`config.mk`:
```
export PLATFORM = sky130hd
export DESIGN_NAME = countdown_timer
export DESIGN_NICKNAME = d
export VERILOG_FILES = /design/src/rtl/countdown_timer.sv
export SDC_FILE = /design/constraint.sdc
export NUM_CORES = 1
export LEC_CHECK = 0
export CORE_MARGIN = 2
export CORE_UTILIZATION = 23
export CTS_BUF_LIST = sky130_fd_sc_hd__clkbuf_4 sky130_fd_sc_hd__clkbuf_8
export DETAILED_ROUTE_END_ITERATION = 7
export HOLD_SLACK_MARGIN = 0.05
export PLACE_DENSITY_LB_ADDON = 0.25
export RECOVER_POWER = 25
export SYNTH_ARGS = -nofsm -noshare
export SYNTH_HDL_FRONTEND = slang
export SYNTH_SLANG_ARGS = --single-unit
```
`constraint.sdc`:
```
create_clock -name clk -period 2.4 [get_ports clk]
set_input_delay 0.48 -clock clk [delete_from_list [all_inputs] [get_ports clk]]
set_output_delay 0.48 -clock clk [all_outputs]
set_load 0.1 [all_outputs]
```
`src/rtl/countdown_timer.sv`:
```
// Two-digit (0..MAX_COUNT) countdown timer with a prescaled tick, load/start/stop
// controls and expiry flags; bin_out feeds the downstream 7-segment decoder.
module countdown_timer #(
    parameter int TICK_DIV  = 50_000_000,
    parameter int MAX_COUNT = 99
) (
    input  logic       clk,
    input  logic       reset_n,
    input  logic       load,
    input  logic [6:0] load_val,
    input  logic       start,
    input  logic       stop,
    output logic [6:0] bin_out,
    output logic       running,
    output logic       expired,
    output logic       done_pulse
);
    localparam int PW = (TICK_DIV > 1) ? $clog2(TICK_DIV) : 1;
    localparam logic [PW-1:0] PRESC_LAST = PW'(TICK_DIV - 1);
    localparam logic [6:0]    MAX_VAL    = 7'(MAX_COUNT);

    typedef enum logic [1:0] {
        IDLE  = 2'd0,
        RUN   = 2'd1,
        PAUSE = 2'd2,
        DONE  = 2'd3
    } state_t;

    state_t        state_reg, state_next;
    logic [6:0]    count_reg, count_next;
    logic [PW-1:0] presc_reg, presc_next;
    logic          done_pulse_reg, done_pulse_next;
    logic          running_reg, expired_reg;

    always_comb begin
        state_next      = state_reg;
        count_next      = count_reg;
        presc_next      = presc_reg;
        done_pulse_next = 1'b0;

        if (load) begin
            count_next = (load_val > MAX_VAL) ? MAX_VAL : load_val;
            presc_next = '0;
            state_next = IDLE;
        end else if (stop && state_reg == RUN) begin
            // Stop beats a coincident tick: the prescaler freezes at its last
            // value so the resumed run ticks on its very first cycle.
            state_next = PAUSE;
        end else begin
            case (state_reg)
                IDLE: begin
                    if (start && count_reg != 7'd0) begin
                        presc_next = '0;
                        state_next = RUN;
                    end
                end
                PAUSE: begin
                    if (start) begin
                        state_next = RUN;
                    end
                end
                RUN: begin
                    if (presc_reg == PRESC_LAST) begin
                        presc_next = '0;
                        if (count_reg <= 7'd1) begin
                            count_next      = 7'd0;
                            state_next      = DONE;
                            done_pulse_next = 1'b1;
                        end else begin
                            count_next = count_reg - 7'd1;
                        end
                    end else begin
                        presc_next = presc_reg + 1'b1;
                    end
                end
                default: ;
            endcase
        end
    end

    always_ff @(posedge clk or negedge reset_n) begin
        if (!reset_n) begin
            state_reg      <= IDLE;
            count_reg      <= 7'd0;
            presc_reg      <= '0;
            done_pulse_reg <= 1'b0;
            running_reg    <= 1'b0;
            expired_reg    <= 1'b0;
        end else begin
            state_reg      <= state_next;
            count_reg      <= count_next;
            presc_reg      <= presc_next;
            done_pulse_reg <= done_pulse_next;
            running_reg    <= (state_next == RUN);
            expired_reg    <= (state_next == DONE);
        end
    end

    assign bin_out    = count_reg;
    assign running    = running_reg;
    assign expired    = expired_reg;
    assign done_pulse = done_pulse_reg;
endmodule
```
# Word level (Yosys, flattened, before mapping)
# Cells that the tools add are included.
[word_totals] register_bits=38 latch_bits=0 mem_bits_rw=0 rom_bits=0 input_bits=12 out_inout_bits=10 elab_cells=49 memories=0
[classes] n_addsub=2 multipliers=0 div=0 magnitude_cmp=2 eq_ne=7 shifts=0 muxes=23 bitwise=0 reduce_logical=9
[ops] cell="$mux 26" n=4
[ops] cell="$pmux 26 s2" n=1
[ops] cell="$mux 7" n=6
[ops] cell="$add 26x1->26 const B" n=1
[ops] cell="$eq 26x26->1 const B" n=1
[ops] cell="$mux 2" n=6
[ops] cell="$gt 7x7->1 const B" n=1
[ops] cell="$le 7x1->1 const B" n=1
[ops] cell="$reduce_bool 7->1" n=1
[ops] cell="$sub 7x1->7 const B" n=1
[ops] cell="$pmux 2 s3" n=1
[ops] cell="$reduce_and 3->1" n=2
[ops] cell="$mux 1" n=5
[ops] cell="$eq 2x1->1 const B" n=2
[ops] cell="$eq 2x2->1 const B" n=2
[ops] cell="$reduce_bool 2->1" n=2
[ops] cell="$ne 3x3->1 const B" n=1
[ops] cell="$reduce_bool 3->1" n=1
[ops] cell="$logic_and 1x1->1" n=2
[ops] cell="$logic_not 2->1" n=1
[ops] cell="$ne 2x2->1 const B" n=1

# Longest topological paths before layout
# Gate-level depths: netlist (run 1).
[depth] word_depth=7 ltp_mapped=8

# Least setup slack after synthesis (run 1)
# Ideal clock, no wire load.
[synth_path] path_type="register -> register" startpoint="reg count_reg[0] (netlist: bin_out[0])" endpoint="reg presc_reg[14]" t_arrival_ns=2.404 t_required_ns=2.255 path_slack_ns=-0.149 stages_incl_launch_ff=9 n_path_buf=2 period_less_slack_ns=2.549 path_cell_list="dfrtp_1 inv_1 ha_1 nand4b_1 a21oi_1 clkbuf_1 buf_2 nor2_1 a21oi_1"
[synth_via] elab_chain_cells=4
[synth_rtl] item="from (decl)" line="30" source="logic [6:0] count_reg, count_next;"
[synth_rtl] item="from (signal assigned)" line="91" source="count_reg <= count_next;"
[synth_rtl] item="$reduce_bool 7->1" line="52" source="if (start && count_reg != 7'd0) begin"
[synth_rtl] item="$logic_and 1x1->1" line="52"
[synth_rtl] item="$ne 3x3->1 (no source line)"
[synth_rtl] item="$reduce_and 3->1 (no source line)"
[synth_rtl] item="to (signal assigned)" line="92" source="presc_reg <= presc_next;"
[synth_rtl] item="to (decl)" line="31" source="logic [PW-1:0] presc_reg, presc_next;"
# Every way passes these cells.
# A chain may end at the register's enable or synchronous reset.

# Worst setup path after layout (run 1)
[layout_path] startpoint="reg presc_reg[18]" endpoint="reg presc_reg[2]"
[layout_via] elab_chain_cells=5
[layout_rtl] item="$eq 26x26->1" line="63" source="if (presc_reg == PRESC_LAST) begin"
[layout_rtl] item="$mux 26" line="63"
[layout_rtl] item="$pmux 26 s2" line="50" source="case (state_reg)"
[layout_rtl] item="$mux 26" line="45" source="end else if (stop && state_reg == RUN) begin"
[layout_rtl] item="$mux 26" line="41" source="if (load) begin"
# Every way passes these cells. The select of a mux whose other input is x is not followed.

==> results of run 1 <==
power breakdown:
group	internal (mW)	switching, mW	leakage [nW]	total [mW]
combinational	0.0981	0.214	0.571	0.312
sequential	0.658	0.0217	0.509	0.680
clock	0.223	0.220	0.0452	0.443
total	0.979	0.455	1.13	1.43
Yosys cell counts, drive strengths merged (6+ instances only):
library cell	count
a21oi	21
and3	6
clkbuf	6
dfrtp	38
inv	11
nand2	19
nand3	14
nand4	6
nor2	13
nor3	8
nor4	7
o21ai	20
o31ai	6
or3	10
or4	10
cells by family (layout without fill, tap and decap cells):
logic type	count (synthesis)	after routing	synth area share
compound gates	75	75	0.215
fa+ha+maj	4	4	0.0224
buf+inv	18	65	0.0307
flops	38	38	0.425
mux	1	1	0.00447
simple gates	114	114	0.303
through the flow:
stage / instance area [µm²] / hold WS, ns / TNS (ns) / instances
after floorplan: 2240 / 0.184 / 0 / 250
after global placement: 2760 / 0.502 / 0 / 423
after detailed placement: 2760 / 0.510 / 0 / 423
after global routing: 2850 / 0.586 / -0.00797 / 430
after CTS: 2850 / 0.191 / 0 / 430
final: 2850 / 0.463 / 0 / 430
cells in the final DEF, fill, tap and decap left out, types with 10 or more instances in the layout:
| cell | instances |
|---|---|
| a21oi_1 | 20 |
| buf_4 | 35 |
| clkdlybuf4s50_1 | 10 |
| dfrtp_1 | 33 |
| inv_1 | 11 |
| nand2_1 | 19 |
| nand3_1 | 13 |
| nor2_1 | 13 |
| o21ai_0 | 13 |
| or3_1 | 10 |
final timing paths:
kind,from,to,slack [ns],cells past startpoint
worst max-delay path,presc_reg[18]$_DFFE_PN0P_,presc_reg[2]$_DFFE_PN0P_,0.13,5
worst min-delay path,reset_n,presc_reg[22]$_DFFE_PN0P_,0.46,1
worst max register to register,presc_reg[18]$_DFFE_PN0P_,presc_reg[2]$_DFFE_PN0P_,0.13,5
worst min register to register,presc_reg[9]$_DFFE_PN0P_,presc_reg[9]$_DFFE_PN0P_,0.54,1
max in group asynchronous,reset_n,bin_out[4]$_DFFE_PN0P_,1.03,2
min in group clk,presc_reg[9]$_DFFE_PN0P_,presc_reg[9]$_DFFE_PN0P_,0.54,1
layer usage:
layer,track usage,share of wire
met5,0,0
met4,0.0359,0.012
met3,0.0278,0.028
met2,0.197,0.44
met1,0.182,0.52
final cells by class:
class	instances	area, µm²	area share
flip-flops and latches	38	957	0.336
inverters	11	41.3	0.0145
well taps	133	166	0.0583
multi-input cells	194	1230	0.432
clock buffers	7	83.8	0.0294
repair buffers	47	370	0.130
worst max-delay path, stage by stage (launching register included):
cell,delay (ns)
dfrtp_1,0.42
nor4b_1,0.51
nand4_1,0.31
o21ai_1,0.62
nor3b_1,0.13
a21o_1,0.17
timing repair:
action                     CTS  global route
hold endpoints to repair     0             0
setup buffers                0             0
gates resized for setup      0             2
setup endpoints to repair    0             4
==> results.md, run 1 <==
- PwrDens: 503 nW/µm²
- Initial Utilization: 0.233
- VDD IR-drop max: between 0.00015 and 0.0002 V
- DR pass1 iterations: 5
- Minimum clock period: about 2.3 ns
- CP Capture Type: flop
- Critical path type: reg2reg
- Area contributors post-synth: dfrtp_1 42%, a21oi_1 4.7%, or4_1 3.4%
- Nets: 313
- Final Cycle Share: 0.946
- Post-Place Setup Slack: 0.00961 ns
- Global-route wire length before repair: 10.6 mm
- Antenna Cells: 0
- Post-route total power: 1.43 mW
- Core area: 9590 µm²
- Port bufs: 21
- EDFF count, synth: 0
- Post-DR vias/cell: 4.91
- Worst Path Max Fanout: 8
- I/O pins: 22
- Top cell type by total area after synthesis: dfrtp_1
- # fillers: about 1.0k
- Mean Syn Cell Area: between 8 and 9 µm²
- Top cell type's share of synthesized area: 0.425
- Number of remaining DRC errors: 0
- Critical Path AT: 2.46 ns
- WP data required: between 2 and 3 ns
- Htree depth: 2
- Post-synthesis sequential area ratio: 0.425
- Largest net degree at the start of global routing: 23
- Rows: 36
- Slew headroom: 0.117
- Clock Tree Buf Depth: 2
- Hold Buf Count CTS: 0
- Measured slew at the worst slew-check pin: 1.32 ns
- Starting DRT DRC Count: 94
- P&R area growth vs syn: 27.4%
- Chip width: 103 µm
- Final WS setup: 0.129 ns
- Worst Clk Skew: between 0.006 and 0.007 ns
- Most used DFF post-synth: dfrtp_1
- Die height: 103 µm
- YS warnings: 0
- Worst-path clk slew: about 0.070 ns
- CTS tree: yes
- Leakage: 1.13 nW
- #FFs+latches synth: 38
- Sink Count: 38
- Unrepaired setup endpoints after global routing: true
- Clock tree root driver cell: clkbuf_8
- Area of the mapped netlist: approximately 2200 µm²
- Final ANT Viol Nets: 0
- Routed WL: 6.14 mm
- Final setup fails: 0
- Gate Count Post-Synth: between 200 and 300
- Drt wl/cell: around 14 µm
- Max FFs per register: 26
- Gpl congestion: 0.800
- Netlist cell types: 49
- Fraction of registers with async set/reset: 1.00
- GRT overflow: 0
- Initial antenna violation count: 0
- Clk_lat worst skew: 0.29 ns
- DR vias: 2,113
- Final Hold Vio Count: 0
- Num CTS Buffers: 5
- DPL Wire Length: around 4.7 mm
- Syn_nets: 266
- Vias in the first global route: between 2k and 2.5k
- Fmax: 0.440 GHz
- Die area: 10,500 µm²
- Max-cap violations: 0
- Post-layout util: 0.297
- Max-slew violation count: 0
- Total GRT Usage: 0.128
- Worst Hold Class: in2async
- Outcome: complete, no violations
- Share of post-route cells with drive strength above 1: 0.185
- Crit path launch type: flop
Note: power is estimated with default switching activity, not from simulation.
==> inputs of run 2 (changes only) <==
Settings changed: CORE_MARGIN 2 to unset, CORE_UTILIZATION 23 to 36.
==> run 2 against run 1 <==
Effect of this change:
- via count is essentially flat
- utilization up 16 points
- setup slack better by 0.021 ns
- non-clock buffer count shrank 5
- clock power is 8.8% higher
- total power up 2.6%
- count of clock-buffer cells in the layout down 1
- sequential power barely moved
- cell count shrank 14%
- critical path type unchanged
- critical endpoint is now presc_reg[24]$_DFFE_PN0P_
- largest cell class unchanged
- largest power group unchanged
==> results.md, run 2 (synthesized netlist as in run 1, its figures left out) <==
- Outcome: complete, no violations
- Final ANT Viol Nets: 0 (unchanged)
- Final setup fails: 0 (unchanged)
- I/O pins: 22 (unchanged)
- WP data required: 2.63 ns (+0.04 ns)
- Largest net degree at the start of global routing: 16 (-30%)
- Minimum clock period: 2.25 ns (-0.0211 ns)
- DR pass1 iterations: 4 (-1)
- Placed instance area: 2650 µm² (-4.0%)
- Worst Path Max Fanout: 5 (-3)
- VDD IR-drop max: 0.000303 V (+59%)
- Initial Utilization: 0.376 (+0.143)
- Post-layout util: 0.461 (+0.163)
- CP Capture Type: flop
- Vias in the first global route: 1,941 (-9.7%)
- Total GRT Usage: 0.197 (+0.0688)
- Fin Setup TNS: 0 ns (unchanged)
- Worst Clk Skew: 0.0112 ns (+0.00420 ns)
- CTS tree: yes
- Crit path launch type: flop
- Commonest non-fill, non-tap cell in the layout: dfrtp_1
- Post-route total power: 1.47 mW (+2.6%)
- Number of remaining DRC errors: 0 (unchanged)
- Core area: 5960 µm² (-38%)
- Post-DR vias/cell: 5.74 (+17%)
- Chip width: 80.9 µm (-21%)
- Routed WL: 5.91 mm (-3.8%)
- DP Cell Count: 360 (-15%)
- Non-Filler Instances: 368 (-14%)
- DPL Wire Length: 4.37 mm (-6.5%)
- Most frequent cells in the layout: 33 x dfrtp_1, 29 x buf_4, 20 x a21oi_1, 19 x nand2_1
- Worst Hold Class: in2async
- Final Hold Vio Count: 0 (unchanged)
- Measured slew at the worst slew-check pin: 0.786 ns (-0.538 ns)
- Global-route wire length before repair: 9.79 mm (-7.8%)
- Num CTS Buffers: 5 (unchanged)
- Critical Path AT: 2.48 ns (+0.02 ns)
- Unrepaired setup endpoints after global routing: false
- P&R area growth vs syn: 22.5%
- Critical path type: reg2reg
- Final Instance Area: 2740 µm² (-3.9%)
- Port bufs: 21 (unchanged)
- Max-cap violations: 0 (unchanged)
- PwrDens: 537 nW/µm² (+6.7%)
- Clock Tree Buf Depth: 2 (unchanged)
- Die height: 80.9 µm (-21%)
- Worst-path clk slew: 0.09 ns (+0.02 ns)
- Max FFs per register: 26 (unchanged)
- GRT overflow: 0 (unchanged)
- Share of post-route cells with drive strength above 1: 0.171 (-0.0145)
- Starting DRT DRC Count: 103 (+9.6%)
- DR vias: 2,111 (-0.095%)
- Slew headroom: 0.476 (+0.359)
- Initial antenna violation count: 0 (unchanged)
- Drt wl/cell: 16.0 µm (+12%)
- Htree depth: 2 (unchanged)
- Sink Count: 38 (unchanged)
- Gpl congestion: 0.790 (-1.3%)
- Max-slew violation count: 0 (unchanged)
- Final Cycle Share: 0.938 (-0.00879)
- Rows: 28 (-22%)
- Nets: 308 (-1.6%)
- Fmax: 0.444 GHz (+0.94%)
- Leakage: 1.10 nW (-2.2%)
- Antenna Cells: 0 (unchanged)
- Clock tree root driver cell: clkbuf_8
- Clk_lat worst skew: 0.30 ns (about the same)
- Die area: 6540 µm² (-38%)
==> run 2: critical path: stages, from the launching register on <==
cell and delay (ns):
dfrtp_1 0.40, ha_1 0.21, nand3_1 0.13, or4_4 0.56, or4_1 0.43, or3_1 0.32, a21oi_1 0.14
==> run 2: final timing paths <==
| kind | start | endpoint | slack, ns | cells after the start |
|---|---|---|---|---|
| max in group asynchronous | reset_n | bin_out[5]$_DFFE_PN0P_ | 0.99 | 2 |
| min | reset_n | presc_reg[23]$_DFFE_PN0P_ | 0.20 | 1 |
| min reg2reg | presc_reg[9]$_DFFE_PN0P_ | presc_reg[9]$_DFFE_PN0P_ | 0.54 | 1 |
| max reg2reg | presc_reg[1]$_DFFE_PN0P_ | presc_reg[24]$_DFFE_PN0P_ | 0.15 | 6 |
| min in group clk | presc_reg[9]$_DFFE_PN0P_ | presc_reg[9]$_DFFE_PN0P_ | 0.54 | 1 |
| max | presc_reg[1]$_DFFE_PN0P_ | presc_reg[24]$_DFFE_PN0P_ | 0.15 | 6 |
==> run 2: layer usage <==
layer / share of wire / routed length (µm) / vias to the layer above / GRT usage
li1: - / - / 1048 / -
met1: 0.51 / 2990 / 1035 / 0.278
met2: 0.46 / 2740 / 23 / 0.301
met3: 0.020 / 119 / 5 / 0.0348
met4: 0.0086 / 51 / 0 / 0.0679
met5: 0 / 0 / - / 0
==> run 2: what timing repair did <==
action	in CTS	in global routing
gates resized for setup	0	1
hold buffers	0	0
buffers inserted	0	0
setup endpoints to repair	0	1
==> run 2: cell type report <==
cell class                      count  area (µm²)
Fill cell                         603        3210
Inverter                           11        41.3
Sequential cell                    38         957
Timing Repair Buffer               42         329
Tap cell                           75        93.8
Clock buffer                        6        82.6
Clock inverter                      2        12.5
Multi-Input combinational cell    194        1230
==> run 2: power breakdown <==
group | switching [mW] | leakage, nW | total [mW] | internal [mW]
sequential | 0.0215 | 0.509 | 0.679 | 0.658
combinational | 0.214 | 0.545 | 0.311 | 0.0965
clock | 0.250 | 0.0472 | 0.482 | 0.231
total | 0.486 | 1.10 | 1.47 | 0.985
==> run 2: per-stage QoR <==
step                      hold slack, ns  worst slack (ns)
final                              0.203             0.150
after global routing               0.275            0.0177
after CTS                         0.0582             0.109
after detailed placement           0.396           -0.0263
after global placement             0.393            0.0447
after floorplan                    0.184            0.0396
==> inputs of run 3 (changes only) <==
Clock period 2.4 ns to 2.21 ns, I/O delays scaled along.
==> run 3 against run 2 <==
Effect of this change:
- the run now ends with max-capacitance violations, max-slew violations left
- die area unchanged
- non-clock buffer count up 18
- register-to-register slack worse by 0.13 ns
- cell count up 4.9%
- sequential share of layout area down 2.3 points
- utilization up 3.7 points
- critical path type unchanged
- largest cell class unchanged
- highest routed layer unchanged
==> results.md, run 3 (synthesized netlist as in run 1, its figures left out) <==
- P&R area growth vs syn: 32.4%
- Final setup fails: 0 (unchanged)
- Post-CTS setup buffers: 0 (unchanged)
- CTS tree: yes
- Worst-path clk slew: 0.08 ns (about the same)
- Final WS setup: 0.0184 ns (-0.131 ns)
- Initial Utilization: 0.376 (unchanged)
- VDD IR-drop max: 0.000250 V (-18%)
- Multi-input logic area: 1290 µm² (+5.6%)
- Commonest non-fill, non-tap cell in the layout: buf_4
- Antenna Cells: 0 (unchanged)
- CP Capture Type: flop
- Max-cap violations: 1 (+1)
- Fmax: 0.456 GHz (+2.7%)
- Nets: 326 (+5.8%)
- Routed WL: 6.21 mm (+5.1%)
- Register area: 967 µm² (+1.0%)
- Starting DRT DRC Count: 201 (+95%)
- Worst Path Buf+Inv: 0 (unchanged)
- Critical Path AT: 2.41 ns (-0.07 ns)
- Worst Path Max Fanout: 4 (-1)
- Core area: 5960 µm² (unchanged)
- Max-slew violation count: 27 (+27)
- Leakage: 1.21 nW (+10%)
- Final ANT Viol Nets: 0 (unchanged)
- WP data required: 2.43 ns (-0.20 ns)
- DR pass1 iterations: 4 (unchanged)
- WP depth: 6 (unchanged)
- Reg2Reg Depth: 6 (unchanged)
- Share of post-route cells with drive strength above 1: 0.270 (+0.0994)
- Htree depth: 2 (unchanged)
- Metal2 WL: 2.86 mm (+4.4%)
- GRT overflow: 0 (unchanged)
- Minimum clock period: 2.19 ns (-0.0587 ns)
- Crit-path leading delay family: simple AND/OR/NAND/NOR gates
- Largest net degree at the start of global routing: 27 (+11)
- Clock Tree Buf Depth: 2 (unchanged)
- Die height: 80.9 µm (unchanged)
- Global-route wire length before repair: 10.3 mm (+5.1%)
- Final Instance Area: 2960 µm² (+8.1%)
- Worst Hold Class: in2async
- PwrDens: 542 nW/µm² (+1.1%)
- Initial antenna violation count: 0 (unchanged)
- Unrepaired setup endpoints after global routing: true
- Most frequent cells in the layout: 49 x buf_4, 31 x dfrtp_1, 19 x nand2_1, 17 x a21oi_1
- Post-route total power: 1.61 mW (+9.2%)
- Final Cycle Share: 0.992 (+0.0541)
- Number of remaining DRC errors: 0 (unchanged)
- Gpl congestion: 0.885 (+12%)
- Clock tree root driver cell: clkbuf_8
- Met1 WL: 3.00 mm (+0.20%)
- Die area: 6540 µm² (unchanged)
- Num CTS Buffers: 5 (unchanged)
- Max layer used: met4
- Post-Place Setup Slack: -0.0990 ns (-0.0727 ns)
- Measured slew at the worst slew-check pin: 1.53 ns (+0.749 ns)
- Crit path launch type: flop
- Sink Count: 38 (unchanged)
- Post-DR vias/cell: 5.67 (-1.1%)
- DPL Wire Length: 4.57 mm (+4.6%)
- Total GRT Usage: 0.208 (+0.0112)
- Final Hold Vio Count: 0 (unchanged)
- Clk_lat worst skew: 0.29 ns (about the same)
- Routed met3 length: 223 µm (+87%)
- PostCTS Resize Cnt: 0 (unchanged)
- Critical path type: reg2reg
- Worst-path cell chain: ha_1 > nand3_2 > or4_4 > or4_1 > or3_1 > a21oi_2
- Outcome: finished, violations left
- Placed instance area: 2800 µm² (+5.7%)
- # fillers: 599 (-0.66%)
- Failing checks: max-capacitance violations, max-slew violations
- WHS: 0.513 ns (+0.310 ns)
- Max FFs per register: 26 (unchanged)
- Slew headroom: -0.0232 (-0.499)
- Worst Clk Skew: 0.00863 ns (-0.00252 ns)
- Post-layout util: 0.498 (+0.0372)
- Worst stage delay on the critical path: 0.55 ns (about the same)
- Port bufs: 21 (unchanged)
- Drt wl/cell: 16.1 µm (+0.18%)
- Chip width: 80.9 µm (unchanged)
- Vias in the first global route: 2,103 (+8.3%)
- CP max-delay cell: or4_4
- I/O pins: 22 (unchanged)
- Rows: 28 (unchanged)
- DR vias: 2,189 (+3.7%)
- Hold Buf Count CTS: 0 (unchanged)
- R2R Setup Slk: 0.02 ns (-0.13 ns)
-- run 3: worst paths after layout --
path	startpoint	endpoint
worst min register to register	bin_out[6]$_DFFE_PN0P_	bin_out[6]$_DFFE_PN0P_
worst max-delay path	presc_reg[0]$_DFFE_PN0P_	presc_reg[22]$_DFFE_PN0P_
worst min-delay path	reset_n	presc_reg[11]$_DFFE_PN0P_
worst max register to register	presc_reg[0]$_DFFE_PN0P_	presc_reg[22]$_DFFE_PN0P_
min in group clk	bin_out[6]$_DFFE_PN0P_	bin_out[6]$_DFFE_PN0P_
max in group asynchronous	reset_n	bin_out[3]$_DFFE_PN0P_
-- run 3: metrics by stage --
| stage | setup TNS, ns | cells |
|---|---|---|
| finish | 0 | 386 |
| global route | -0.0443 | 386 |
| CTS | 0 | 386 |
| detailed placement | -0.877 | 378 |
| global placement | -0.520 | 378 |
| floorplan | 0 | 250 |
-- run 3: metal layers --
layer,vias up,GRT usage
met4,0,0.0696
met2,38,0.319
met5,-,0
met1,1053,0.294
li1,1085,-
met3,13,0.0371
-- run 3: area by class of cell --
type,instances,share of cell area
clock buffer,7,0.0304
multi-input combinational,194,0.437
inverter,11,0.0139
clock inverter,1,0.00169
sequential,38,0.326
timing repair buffer,60,0.159
tap,75,0.0317
-- run 3: report_power, final --
group / total (mW) / leakage (nW) / internal [mW] / switching (mW)
combinational: 0.353 / 0.654 / 0.115 / 0.237
clock: 0.512 / 0.0517 / 0.264 / 0.248
sequential: 0.743 / 0.507 / 0.718 / 0.0254
total: 1.61 / 1.21 / 1.10 / 0.511
==> RTL edit, RTL diff (flow settings as in run 2) <==
Remove the register `done_pulse_reg`: a continuous assignment takes its place, so the output `done_pulse` follows one clock earlier.
--- a/src/rtl/countdown_timer.sv
+++ b/src/rtl/countdown_timer.sv
@@ -83,18 +83,18 @@
             state_reg      <= IDLE;
             count_reg      <= 7'd0;
             presc_reg      <= '0;
-            done_pulse_reg <= 1'b0;
             running_reg    <= 1'b0;
             expired_reg    <= 1'b0;
         end else begin
             state_reg      <= state_next;
             count_reg      <= count_next;
             presc_reg      <= presc_next;
-            done_pulse_reg <= done_pulse_next;
             running_reg    <= (state_next == RUN);
             expired_reg    <= (state_next == DONE);
         end
     end
+
+    assign done_pulse_reg = done_pulse_next;
 
     assign bin_out    = count_reg;
     assign running    = running_reg;
Formal check against the unedited RTL: same outputs for any inputs over 10 cycles, from zero or initial values and one cycle with reset_n low; that may be too few to reach the edited logic, so the function may still have changed.
==> RTL edit against run 2 <==
  * Hold slack better by 0.066 ns
  * Power down 2.6%
  * Sequential power is 2% lower
  * Via count grew 1.9%
  * Synthesized area is 1.1% lower
  * Clock skew is 0.0033 ns lower
  * Utilization increased by 3.9 points
  * Sequential cell count shrank 1
  * Global-route usage rose by 0.55 points
  * Setup slack worse by 0.15 ns
  * Final cell count is 4.1% higher
  * Critical endpoint is now done_pulse
  * The run now ends with negative setup slack left
  * Design area is 7.8% higher
  * Maximum frequency is 6.3% lower
  * Wire length fell by 1.3%
==> RTL edit: results (changes against run 2) <==
.. list-table::
   :header-rows: 1

   * - Metric
     - Value
   * - Fill cells
     - 571 (-5.3%)
   * - Proportion of synthesized chip area in sequential cells
     - 41.8% (-0.65 points)
   * - Synthesized-area fraction occupied by adder cells
     - 2.26% (+0.025 points)
   * - Total Routed Length
     - 5.83 mm (-1.3%)
   * - Fraction of final layout cells with drive strength greater than 1
     - 26.3% (+9.2 points)
   * - Slew at the pin with the worst max-slew slack
     - 1.26 ns (+0.470 ns)
   * - Synth async-reset ratio
     - 100% (unchanged)
   * - Drt via density
     - 5.62 (-2.1%)
   * - Setup-violating endpoint count in the final report
     - 1 (+1)
   * - Detailed Route Iter0 Violations
     - 135 (+31%)
   * - XOR/XNOR Fraction of Synth Area
     - 0% (unchanged)
   * - Capture instance of the worst register-to-register path
     - presc_reg[23]$_DFFE_PN0P_
   * - Grt met2 use
     - 32.2% (+2.1 points)
   * - Post-DP HPWL
     - 4.26 mm (-2.5%)
   * - Largest net degree at the start of global routing
     - 23 (+7)
   * - R2R Path Start
     - presc_reg[7]$_DFFE_PN0P_
   * - Number of nets in the layout
     - 323 (+4.9%)
   * - Biggest cell delay along the critical path
     - 0.44 ns (-0.12 ns)
   * - CP max stage cell
     - sky130_fd_sc_hd__dfrtp_2
   * - Maximum net fanout on the critical path
     - 3 (-2)
   * - Syn Nets
     - 265 (-0.38%)
   * - Synthesized-area fraction occupied by ao, oa, aoi and oai cells
     - 21.7% (+0.24 points)
   * - Weighted congestion at the end of routability-driven global placement
     - 0.830 (+5.0%)
   * - Reg2Reg Setup Slack
     - 0.13 ns (-0.02 ns)
   * - Main area contributors after synthesis
     - sky130_fd_sc_hd__dfrtp_1, sky130_fd_sc_hd__a21oi_1, sky130_fd_sc_hd__or4_1, sky130_fd_sc_hd__nand2_1, sky130_fd_sc_hd__nand3_1
   * - Worst hold slack
     - 0.269 ns (+0.0660 ns)
   * - Result of the run
     - finished with violations
   * - Leakage power
     - 1.21 nW (+10%)
   * - Via count of the first global-routing pass
     - 2,072 (+6.7%)
   * - Total routing usage reported by global routing
     - 20.3% (+0.55 points)
   * - Failing checks
     - negative setup slack
   * - Post-detailed-placement cell area
     - 2720 sq um (+2.7%)
   * - Commonest cells in the synthesized netlist
     - sky130_fd_sc_hd__dfrtp_1, sky130_fd_sc_hd__a21oi_1, sky130_fd_sc_hd__nand2_1
   * - Worst Setup Slack, final
     - -0.00123 ns (-0.151 ns)
   * - Clock buffers created by TritonCTS
     - 5 (unchanged)
   * - Worst endpoint data arrival time
     - 1.92 ns (-0.56 ns)
   * - Grt met3 use
     - 3.75% (+0.27 points)
   * - Final Skew
     - 0.00783 ns (-0.00332 ns)
   * - Wire length of the first global-routing pass
     - 9.95 mm (+1.6%)
   * - Mux cell area share after synthesis
     - 0.452% (+0.0051 points)
-- RTL edit: changes by cell type in the layout (fill, tap and decap cells not counted), moves of 2 or more --
cell                      change
sky130_fd_sc_hd__nand3_2      +2
sky130_fd_sc_hd__dfrtp_4      +3
sky130_fd_sc_hd__buf_6        +2
sky130_fd_sc_hd__nor4b_1      -2
sky130_fd_sc_hd__dfrtp_2      +2
sky130_fd_sc_hd__dfrtp_1      -6
sky130_fd_sc_hd__buf_4       +14
sky130_fd_sc_hd__nand3_1      -2
sky130_fd_sc_hd__nor3_4       +2
-- RTL edit: metal layers --
| metal | up-vias | wire [um] |
|---|---|---|
| li1 | 1083 | - |
| met1 | 1014 | 2780 |
| met2 | 49 | 2730 |
| met3 | 6 | 229 |
| met4 | 0 | 87 |
| met5 | - | 0 |
-- RTL edit: layout make-up --
class / instances / area share, %
inverter: 11 / 1.40
multi-input combinational: 194 / 44.4
clock buffer: 5 / 2.33
tap: 75 / 3.17
sequential: 37 / 32.0
timing repair buffer: 58 / 16.0
clock inverter: 3 / 0.719
-- RTL edit: what timing repair did --
item,4_1_cts,5_1_grt
hold endpoints to repair,0,0
buffers inserted,5,4
gates resized for setup,7,11
pin swaps,4,6
setup endpoints to repair,1,2
-- RTL edit: cell families after synthesis --
logic type               Yosys count
AO/OA/AOI/OAI                     75
adder cells (fa/ha/maj)            4
buffers and inverters             18
flip-flops                        37
multiplexers                       1
AND/OR/NAND/NOR                  114
-- RTL edit: metrics by stage --
stage / setup TNS [ns] / worst slack (ns) / instances / utilization (%)
after CTS: -0.108 / -0.108 / 379 / 48.8
after global routing: -0.0769 / -0.0731 / 383 / 50.0
after global placement: 0 / 0.00666 / 366 / 46.0
after floorplan: -0.390 / -0.390 / 249 / -
after detailed placement: -0.0160 / -0.0140 / 366 / 46.0
final: -0.00123 / -0.00123 / 383 / 50.0
-- RTL edit: report_power, final --
part | switching, W | total (W) | internal, W
clock network | 0.000245 | 0.000451 | 0.000206
logic | 0.000214 | 0.000318 | 0.000103
registers | 0.0000222 | 0.000666 | 0.000644
-- RTL edit: worst max-delay path by stage --
stage	from	to	slack, ns	cells past startpoint
final	presc_reg[8]$_DFFE_PN0P_	done_pulse	-0.001	5
after global routing	presc_reg[8]$_DFFE_PN0P_	done_pulse	-0.07	5
after CTS	presc_reg[7]$_DFFE_PN0P_	done_pulse	-0.11	5
after detailed placement	start	presc_reg[16]$_DFFE_PN0P_	-0.01	6
after global placement	start	presc_reg[16]$_DFFE_PN0P_	0.007	6
after floorplan	bin_out[5]$_DFFE_PN0P_	done_pulse	-0.39	3
-- RTL edit: worst max-delay path: cells and delay by family, from the launching register on --
kind	cells	cell delay (ns)
AND/OR/NAND/NOR	4	0.97
flip-flops	1	0.44
buffers and inverters	1	0.22
